--- config.mk ---
export PLATFORM = sky130hd
export DESIGN_NAME = mux2_share_arb_flat
export DESIGN_NICKNAME = d
export VERILOG_FILES = /design/src/rtl/mux2_share_arb_if.sv /design/src/rtl/mux2_share_arb.sv /design/src/flat_wrapper.sv
export SDC_FILE = /design/constraint.sdc
export NUM_CORES = 1
export LEC_CHECK = 0
export ABC_CLOCK_PERIOD_IN_PS = 1600
export CAP_MARGIN = 5
export CORE_MARGIN = 1.5
export CORE_UTILIZATION = 44
export DETAILED_ROUTE_END_ITERATION = 12
export GPL_ROUTABILITY_DRIVEN = 0
export PLACE_DENSITY = 0.75
export SETUP_SLACK_MARGIN = 0.1
export SYNTH_ARGS = -nofsm -noshare
export SYNTH_HDL_FRONTEND = slang
export SYNTH_SLANG_ARGS = --single-unit
--- constraint.sdc ---
create_clock -name clock -period 1.6 [get_ports clock]
set_input_delay 0.24 -clock clock [delete_from_list [all_inputs] [get_ports clock]]
set_output_delay 0.24 -clock clock [all_outputs]
set_load 0.005 [all_outputs]
--- src/rtl/mux2_share_arb_if.sv ---
// Handshake bundle between the two requesters and the shared 2:1 mux arbiter.
interface mux2_share_arb_if;
  logic [1:0] req;
  logic [1:0] gnt;
  logic       sel;
  logic       owner_valid;
  logic       preempt;
  logic [7:0] gcnt0;
  logic [7:0] gcnt1;

  modport master (
    output req,
    input  gnt, sel, owner_valid, preempt, gcnt0, gcnt1
  );

  modport slave (
    input  req,
    output gnt, sel, owner_valid, preempt, gcnt0, gcnt1
  );
endinterface

--- src/rtl/mux2_share_arb.sv ---
// Round-robin arbiter for a shared 2:1 mux with bounded hold and a break-before-make gap.
// Optional grant-entry counters are built when MUX2_SHARE_ARB_STATS_EN is defined.
module mux2_share_arb #(
  parameter int MAX_HOLD = 4,
  parameter int HOLD_W   = 8
) (
  input logic             clock,
  input logic             reset,
  mux2_share_arb_if.slave bus
);

  typedef enum logic [1:0] {S_IDLE, S_GRANT0, S_GRANT1, S_SWITCH} state_t;

  localparam logic [HOLD_W-1:0] HOLD_LAST = HOLD_W'(MAX_HOLD - 1);

  state_t            r_state, w_state_nxt;
  logic [HOLD_W-1:0] r_hold, w_hold_nxt;
  logic              r_last, w_last_nxt;
  logic              r_sel, w_sel_nxt;
  logic              r_preempt, w_preempt_nxt;
  logic [1:0]        r_gnt, w_gnt_nxt;
  logic              r_owner_valid;
  logic              w_enter0, w_enter1;
  logic              w_own, w_mine, w_other;

  always_comb begin
    w_state_nxt   = r_state;
    w_hold_nxt    = r_hold;
    w_last_nxt    = r_last;
    w_sel_nxt     = r_sel;
    w_preempt_nxt = 1'b0;
    w_enter0      = 1'b0;
    w_enter1      = 1'b0;
    w_own         = (r_state == S_GRANT1);
    w_mine        = bus.req[w_own];
    w_other       = bus.req[~w_own];

    case (r_state)
      S_IDLE: begin
        if (bus.req == 2'b01)      w_enter0 = 1'b1;
        else if (bus.req == 2'b10) w_enter1 = 1'b1;
        else if (bus.req == 2'b11) begin
          w_enter0 = r_last;
          w_enter1 = ~r_last;
        end
      end
      S_GRANT0, S_GRANT1: begin
        // preempt is registered one cycle ahead: it flags the final grant cycle,
        // and a release seen on the same sample edge wins over expiry.
        if (!w_mine)        w_state_nxt = w_other ? S_SWITCH : S_IDLE;
        else if (r_preempt) w_state_nxt = S_SWITCH;
        else begin
          w_hold_nxt    = w_other ? r_hold + HOLD_W'(1) : '0;
          w_preempt_nxt = w_other && (w_hold_nxt == HOLD_LAST);
        end
      end
      S_SWITCH: begin
        if (bus.req[~r_last]) begin
          w_enter0 = r_last;
          w_enter1 = ~r_last;
        end else if (bus.req[r_last]) begin
          w_enter0 = ~r_last;
          w_enter1 = r_last;
        end else begin
          w_state_nxt = S_IDLE;
        end
      end
      default: w_state_nxt = S_IDLE;
    endcase

    if (w_enter0 || w_enter1) begin
      w_state_nxt   = w_enter1 ? S_GRANT1 : S_GRANT0;
      w_last_nxt    = w_enter1;
      w_sel_nxt     = w_enter1;
      w_hold_nxt    = '0;
      w_preempt_nxt = (&bus.req) && (HOLD_LAST == '0);
    end

    w_gnt_nxt = {w_state_nxt == S_GRANT1, w_state_nxt == S_GRANT0};
  end

  always_ff @(posedge clock) begin
    if (reset) begin
      r_state       <= S_IDLE;
      r_hold        <= '0;
      r_last        <= 1'b1;
      r_sel         <= 1'b0;
      r_preempt     <= 1'b0;
      r_gnt         <= 2'b00;
      r_owner_valid <= 1'b0;
    end else begin
      r_state       <= w_state_nxt;
      r_hold        <= w_hold_nxt;
      r_last        <= w_last_nxt;
      r_sel         <= w_sel_nxt;
      r_preempt     <= w_preempt_nxt;
      r_gnt         <= w_gnt_nxt;
      r_owner_valid <= |w_gnt_nxt;
    end
  end

  assign bus.gnt         = r_gnt;
  assign bus.sel         = r_sel;
  assign bus.owner_valid = r_owner_valid;
  assign bus.preempt     = r_preempt;

`ifdef MUX2_SHARE_ARB_STATS_EN
  logic [7:0] r_gcnt0, r_gcnt1;

  // Entry counters saturate at 255 and only reset clears them.
  always_ff @(posedge clock) begin
    if (reset) begin
      r_gcnt0 <= 8'd0;
      r_gcnt1 <= 8'd0;
    end else begin
      if (w_enter0 && (r_gcnt0 != 8'hFF)) r_gcnt0 <= r_gcnt0 + 8'd1;
      if (w_enter1 && (r_gcnt1 != 8'hFF)) r_gcnt1 <= r_gcnt1 + 8'd1;
    end
  end

  assign bus.gcnt0 = r_gcnt0;
  assign bus.gcnt1 = r_gcnt1;
`else
  assign bus.gcnt0 = 8'd0;
  assign bus.gcnt1 = 8'd0;
`endif

endmodule

--- src/flat_wrapper.sv ---
// flat-port wrapper written by rule: the top's interface ports become plain ports
module mux2_share_arb_flat 
#(
  parameter int MAX_HOLD = 4,
  parameter int HOLD_W   = 8
)
  (clock, reset, bus_req, bus_gnt, bus_sel, bus_owner_valid, bus_preempt, bus_gcnt0, bus_gcnt1);
  mux2_share_arb_if bus_i ();
  input logic clock;
  input logic reset;
  input wire logic [$bits(bus_i.req)-1:0] bus_req;
  output wire logic [$bits(bus_i.gnt)-1:0] bus_gnt;
  output wire logic [$bits(bus_i.sel)-1:0] bus_sel;
  output wire logic [$bits(bus_i.owner_valid)-1:0] bus_owner_valid;
  output wire logic [$bits(bus_i.preempt)-1:0] bus_preempt;
  output wire logic [$bits(bus_i.gcnt0)-1:0] bus_gcnt0;
  output wire logic [$bits(bus_i.gcnt1)-1:0] bus_gcnt1;
  assign bus_i.req = bus_req;
  assign bus_gnt = bus_i.gnt;
  assign bus_sel = bus_i.sel;
  assign bus_owner_valid = bus_i.owner_valid;
  assign bus_preempt = bus_i.preempt;
  assign bus_gcnt0 = bus_i.gcnt0;
  assign bus_gcnt1 = bus_i.gcnt1;
  mux2_share_arb #(.MAX_HOLD(MAX_HOLD), .HOLD_W(HOLD_W)) u_core (.clock(clock), .reset(reset), .bus(bus_i));
endmodule
==> metrics.txt, run 1 <==
hold path start u_core.bus.sel; failing checks negative setup slack; largest cells by area after synthesis dfxtp_1 (30%), buf_4 (11%), ha_1 (7.0%); hold endpoint u_core.bus.sel; Die ar. 2750 sq um; global route overflow 0; area of the mapped netlist 1080 sq um; r2r worst-path depth 7; Top FF cell, synth dfxtp_1; Worst setup SP type flop; area grow syn2layout 39.3%; TritonCTS clock tree done; multi-input logic area 815 sq um; Post-route DRC 0; pre-CTS setup slack -0.199 ns; Worst Hold Class reg2reg; Power Internal 1300 uW; design area 1500 sq um; met1 WL 1.04 mm; outcome finished with violations; Synth Warn # 0; area of the core 2250 sq um; fin crit share 1.04; Routed Antenna Nets 0; Peak Freq 602 MHz; Crit Reg-Reg Endpoint u_core.bus.owner_valid; delay-heaviest family, CP adder cells; total CTS buffers 3; Critical Path RT 1.84 ns; Synth Instances 133; DR pass1 iterations 4; register area share after synthesis 0.298; Hold Path Depth 2; R2R Setup Slk -0.06 ns; number of buffers and inverters on the critical path 1; asr flop ratio synth 0; final hold violations 0; die width 52.5 microns; Net Sw Power 784 uW; DR WL/cell 13.2 microns; Initial Utilization 0.477; kind of critical path reg2reg; CTS Root Cell clkbuf_4; clock-pin slew on the worst setup and hold paths 0.09 ns; maximum VDD drop 0.00122 V; clk_lat worst skew 0.31 ns; share of cells above drive strength 1 0.389; crit path DAT 1.91 ns; CP max-delay cell dfxtp_2; max layer used met4; post-DR vias/cell 5.17; FF+latch count, synth 16; clock sink count 16; crit path cell chain inv_4, ha_4, nor2b_2, o2111ai_4, o211a_1, ha_1, nor2_1; Yosys cell types 42; 1st-iter DRT viols 21; Max Cap Viol 0; Core Rows 17; metal3 WL 118 microns; # setup viols final 10; gr usage total 0.200; Slew Limit Fails 0; area leader, netlist dfxtp_1; met2 WL post-DR 1.30 mm; Avg Synthesized Cell Area 8.09 sq um; most frequent cells after synthesis buf_4 (16), dfxtp_1 (16), nor2_1 (14), a21oi_1 (12), nand2_1 (9); Final #Nets 173; Final Skew 0.0122 ns; num ports 25; Port Buffers 8; HPWL Detailed 1.75 mm; share of the synthesized area in the top cell type 0.298; RSZ-0062 raised after global routing yes; Final WS setup -0.0617 ns; # H-tree levels 1; max incr delay on CP 0.37 ns; Clk pwr share 0.135; pin count of the biggest net entering global routing 10; Leakage Power 0.000583 uW; Longest Clk Path Bufs 2; Gate power share 0.609; EDFF count, synth 0; final wirelength 2.52 mm; CP Capture Type flop; Vias 982; Final Core Density 0.665; ANT cells 0; Setup Total Neg Slack -0.240 ns; Seq. cell area 325 sq um; Die Height 52.5 microns; initial antenna violation count 0; Pwr Density 1390 nW/um^2; fin crit period 1.66 ns; Area after DPL 1300 sq um; first-pass GRT wire length 4.01 mm; Max Fanout on Critical Path 4; switching power as a share of total power 0.376; fillcell total 199; part of the power in registers 0.257; vias in the first global route 907; reg2reg start u_core.r_state[0]
## metrics by stage
step / power, uW / hold slack, ns / cells
after detailed placement: 1500 / 0.447 / 183
after floorplan: 1140 / 0.414 / 148
after global routing: 2220 / 0.526 / 190
final: 2080 / 0.496 / 190
after CTS: 1890 / 0.476 / 188
after global placement: 1470 / 0.452 / 183
## worst max path at each step
stage                      start  depth (start not counted)  slack, ns                      to
2_1_floorplan  u_core.r_state[0]                          7       0.04       u_core.bus.gnt[1]
3_3_place_gp          bus_req[1]                          6      -0.18       u_core.bus.gnt[0]
3_5_place_dp          bus_req[1]                          6      -0.20  u_core.bus.owner_valid
4_1_cts        u_core.r_state[0]                          9      -0.05  u_core.bus.owner_valid
5_1_grt        u_core.r_state[0]                          7      -0.11  u_core.bus.owner_valid
6_report       u_core.r_state[0]                          7      -0.06  u_core.bus.owner_valid
## area by class of cell
class                   instances  share of cell area
multi-input cells             107               0.543
flip-flops and latches         16               0.217
repair buffers                 30               0.176
clock buffers                   4              0.0242
well taps                      28              0.0234
inverters                       5              0.0159
## layer usage
metal / vias up / global-route usage
met3: 7 / 0.0600
li1: 490 / -
met1: 455 / 0.237
met4: 0 / 0.0769
met2: 30 / 0.338
met5: - / 0
## worst reg2reg max path: stages, from the launching register on
cell       delay (ns)
dfxtp_2          0.37
inv_4            0.06
ha_4             0.29
nor2b_2          0.19
o2111ai_4        0.13
o211a_1          0.19
ha_1             0.30
nor2_1           0.08
## sequential cells by signal (all words and copies together), names as in the netlist
register and count:
u_core.bus.owner_valid 1, u_core.bus.sel 1, u_core.r_state 2, u_core.bus.preempt 1, u_core.r_hold 8, u_core.bus.gnt 2, u_core.r_last 1
## cell families (layout without fill, tap and decap cells)
| kind of cell | after synthesis | count (layout) | synth area share |
|---|---|---|---|
| AOI/OAI and AO/OA | 31 | 31 | 0.190 |
| adders and majority gates | 6 | 6 | 0.0698 |
| xor gates and xnor gates | 3 | 3 | 0.0244 |
| muxes | 5 | 5 | 0.0523 |
| DFF | 16 | 16 | 0.298 |
| and+or+nand+nor | 46 | 46 | 0.217 |
| other | 1 | 16 | 0.00349 |
| buffers and inverters | 25 | 39 | 0.145 |
## power by group through the flow
stage / registers, uW / logic (uW) / clock network (uW)
after floorplan: 521 / 615 / 0
after global placement: 522 / 944 / 0
after detailed placement: 522 / 977 / 0
after CTS: 516 / 1090 / 284
after global routing: 541 / 1370 / 306
final: 535 / 1270 / 281
## cells in the final DEF, fill, tap and decap left out, types with 3 or more instances in the layout
| cell type | Yosys | routed |
|---|---|---|
| buf_6 | 0 | 5 |
| conb_1 | 1 | 16 |
| inv_1 | 5 | 3 |
| clkdlybuf4s50_1 | 0 | 8 |
| nor2_1 | 14 | 10 |
| nand3_1 | 7 | 5 |
| a21oi_1 | 12 | 8 |
| nand2_1 | 9 | 8 |
| a21oi_2 | 0 | 4 |
| dfxtp_1 | 16 | 14 |
| nor2_4 | 0 | 3 |
| buf_4 | 16 | 17 |
| ha_1 | 6 | 3 |
| clkbuf_4 | 0 | 3 |
## repair_timing
action,in CTS,in global routing
setup buffers,2,2
pin swaps,13,3
gates resized for setup,14,21
setup endpoints to repair,11,16
hold buffers,0,0
Note: power is estimated with default switching activity, not from simulation.
==> inputs of run 2 (changes only) <==
--- a/config.mk
+++ b/config.mk
@@ -9,6 +9,7 @@
 export CAP_MARGIN = 5
 export CORE_MARGIN = 1.5
 export CORE_UTILIZATION = 44
+export CTS_CLUSTER_DIAMETER = 150
 export DETAILED_ROUTE_END_ITERATION = 12
 export GPL_ROUTABILITY_DRIVEN = 0
 export PLACE_DENSITY = 0.75
==> results of run 2 <==
Final layout, timing and power as in run 1 (identical DEF).
==> inputs of run 3 (changes only) <==
--- a/config.mk
+++ b/config.mk
@@ -5,15 +5,17 @@
 export SDC_FILE = /design/constraint.sdc
 export NUM_CORES = 1
 export LEC_CHECK = 0
-export ABC_CLOCK_PERIOD_IN_PS = 1600
+export ABC_CLOCK_PERIOD_IN_PS = 1800
 export CAP_MARGIN = 5
 export CORE_MARGIN = 1.5
-export CORE_UTILIZATION = 44
+export CORE_UTILIZATION = 49
 export CTS_CLUSTER_DIAMETER = 150
 export DETAILED_ROUTE_END_ITERATION = 12
 export GPL_ROUTABILITY_DRIVEN = 0
-export PLACE_DENSITY = 0.75
+export PLACE_DENSITY = 0.79
 export SETUP_SLACK_MARGIN = 0.1
+export SKIP_CTS_REPAIR_TIMING = 1
+export SKIP_LAST_GASP = 1
 export SYNTH_ARGS = -nofsm -noshare
 export SYNTH_HDL_FRONTEND = slang
 export SYNTH_SLANG_ARGS = --single-unit
==> constraint.sdc (replaced) <==
create_clock -name clock -period 1.8 [get_ports clock]
set_input_delay 0.27 -clock clock [delete_from_list [all_inputs] [get_ports clock]]
set_output_delay 0.27 -clock clock [all_outputs]
set_load 0.005 [all_outputs]
==> metrics.txt, run 3 (synthesis results as in run 1) <==
outcome finished with violations; failing checks negative setup slack; area of the core 2020 sq um; worst hold slack 0.484 ns; maximum VDD drop 0.000895 V; share of cells above drive strength 1 0.301; Gate power share 0.579; Slew Limit Fails 0; crit path cell chain inv_4, ha_4, buf_6, mux2_4, o21a_1, o221ai_2, mux2i_1, nor4_2; part of the power in registers 0.275; Vias 979; CP Capture Type flop; Routed Antenna Nets 0; pre-CTS setup slack -0.109 ns; Final Core Density 0.687; DR WL/cell 13.6 microns; final wirelength 2.49 mm; Port Buffers 8; DR pass1 iterations 4; ANT cells 0; first-pass GRT wire length 3.71 mm; final hold violations 0; switching power as a share of total power 0.382; gr usage total 0.202; Net Sw Power 655 uW; Largest Register u_core.r_hold; die width 49.9 microns; Max Cap Viol 0; max incr delay on CP 0.38 ns; kind of critical path reg2reg; global route overflow 0; pin count of the biggest net entering global routing 11; num ports 25; number of buffers and inverters on the critical path 2; Initial Utilization 0.532; fin crit period 1.86 ns; Worst Hold Class reg2reg; CP max-delay cell dfxtp_2; Pwr Density 1230 nW/um^2; RSZ-0062 raised after global routing yes; HPWL Detailed 1.76 mm; Post-route DRC 0; area grow syn2layout 29.1%; Worst setup SP type flop; Leakage Power 0.000542 uW; Clk pwr share 0.146; Longest Clk Path Bufs 2; clk_lat worst skew 0.30 ns; Max Fanout on Critical Path 4; Final #Nets 167; CTS Root Cell clkbuf_4; Final WS setup -0.0635 ns; commonest non-fill, non-tap cell in the layout conb_1; clock sink count 16; Final Skew 0.00965 ns; Peak Freq 537 MHz; vias in the first global route 930; crit path DAT 2.07 ns; fillcell total 171; # H-tree levels 1; TritonCTS clock tree done; post-DR vias/cell 5.35; total CTS buffers 3; Core Rows 16; Die Height 49.9 microns; Die ar. 2490 sq um; fin crit share 1.04; most frequent cells in the layout conb_1 (16), buf_4 (15), nor2_1 (14), dfxtp_1 (13), a21oi_1 (11); delay-heaviest family, CP multiplexers; max FFs per register 8; Critical Path RT 2.01 ns; # setup viols final 1; Power Internal 1060 uW; initial antenna violation count 0; 1st-iter DRT viols 14; clock-pin slew on the worst setup and hold paths 0.10 ns
run 3: cell count changes in the layout (fill, tap and decap cells not counted), sizes merged:
cell  delta
buf      -6
run 3: through the flow:
step	total power [uW]	cell area (sq um)	cells	TNS (ns)
floorplan	923	1130	148	0
global placement	1160	1210	176	-0.136
detailed placement	1200	1210	176	-0.349
CTS	1450	1240	180	-0.188
global route	1870	1390	183	-0.170
finish	1710	1390	183	-0.0635
run 3: cell type report:
| type | count | area (sq um) | area share |
|---|---|---|---|
| Inverter | 5 | 23.8 | 0.0171 |
| Sequential cell | 16 | 327 | 0.235 |
| Timing Repair Buffer | 24 | 204 | 0.147 |
| Multi-Input combinational cell | 107 | 764 | 0.550 |
| Clock buffer | 4 | 36.3 | 0.0261 |
| Tap cell | 27 | 33.8 | 0.0243 |
run 3: final timing paths:
kind	to	cells past startpoint	slack, ns	from
max	u_core.bus.preempt	8	-0.06	u_core.r_state[0]
min	u_core.bus.sel	2	0.48	u_core.bus.sel
max reg2reg	u_core.bus.preempt	8	-0.06	u_core.r_state[0]
min reg2reg	u_core.bus.sel	2	0.48	u_core.bus.sel
run 3: layer usage:
metal  vias up  routed length [microns]  track usage
li1        477                        -            -
met1       464                      975        0.185
met2        27                     1350        0.382
met3        11                      108       0.0667
met4         0                       54        0.116
met5         -                        0            0
run 3: worst register-to-register path, delay by kind of cell (launching register included):
kind	cells	cell delay [ns]
AND/OR/NAND/NOR	1	0.32
buffers and inverters	2	0.18
AO/OA/AOI/OAI	2	0.29
multiplexers	2	0.45
flip-flops	1	0.38
adder cells (fa/ha/maj)	1	0.16
run 3: power by group through the flow:
stage          Combinational, uW  Clock (uW)  Sequential (uW)
6_report                     992         249              471
5_1_grt                     1120         272              477
4_1_cts                      747         256              451
3_5_place_dp                 744           0              457
3_3_place_gp                 707           0              457
2_1_floorplan                467           0              456
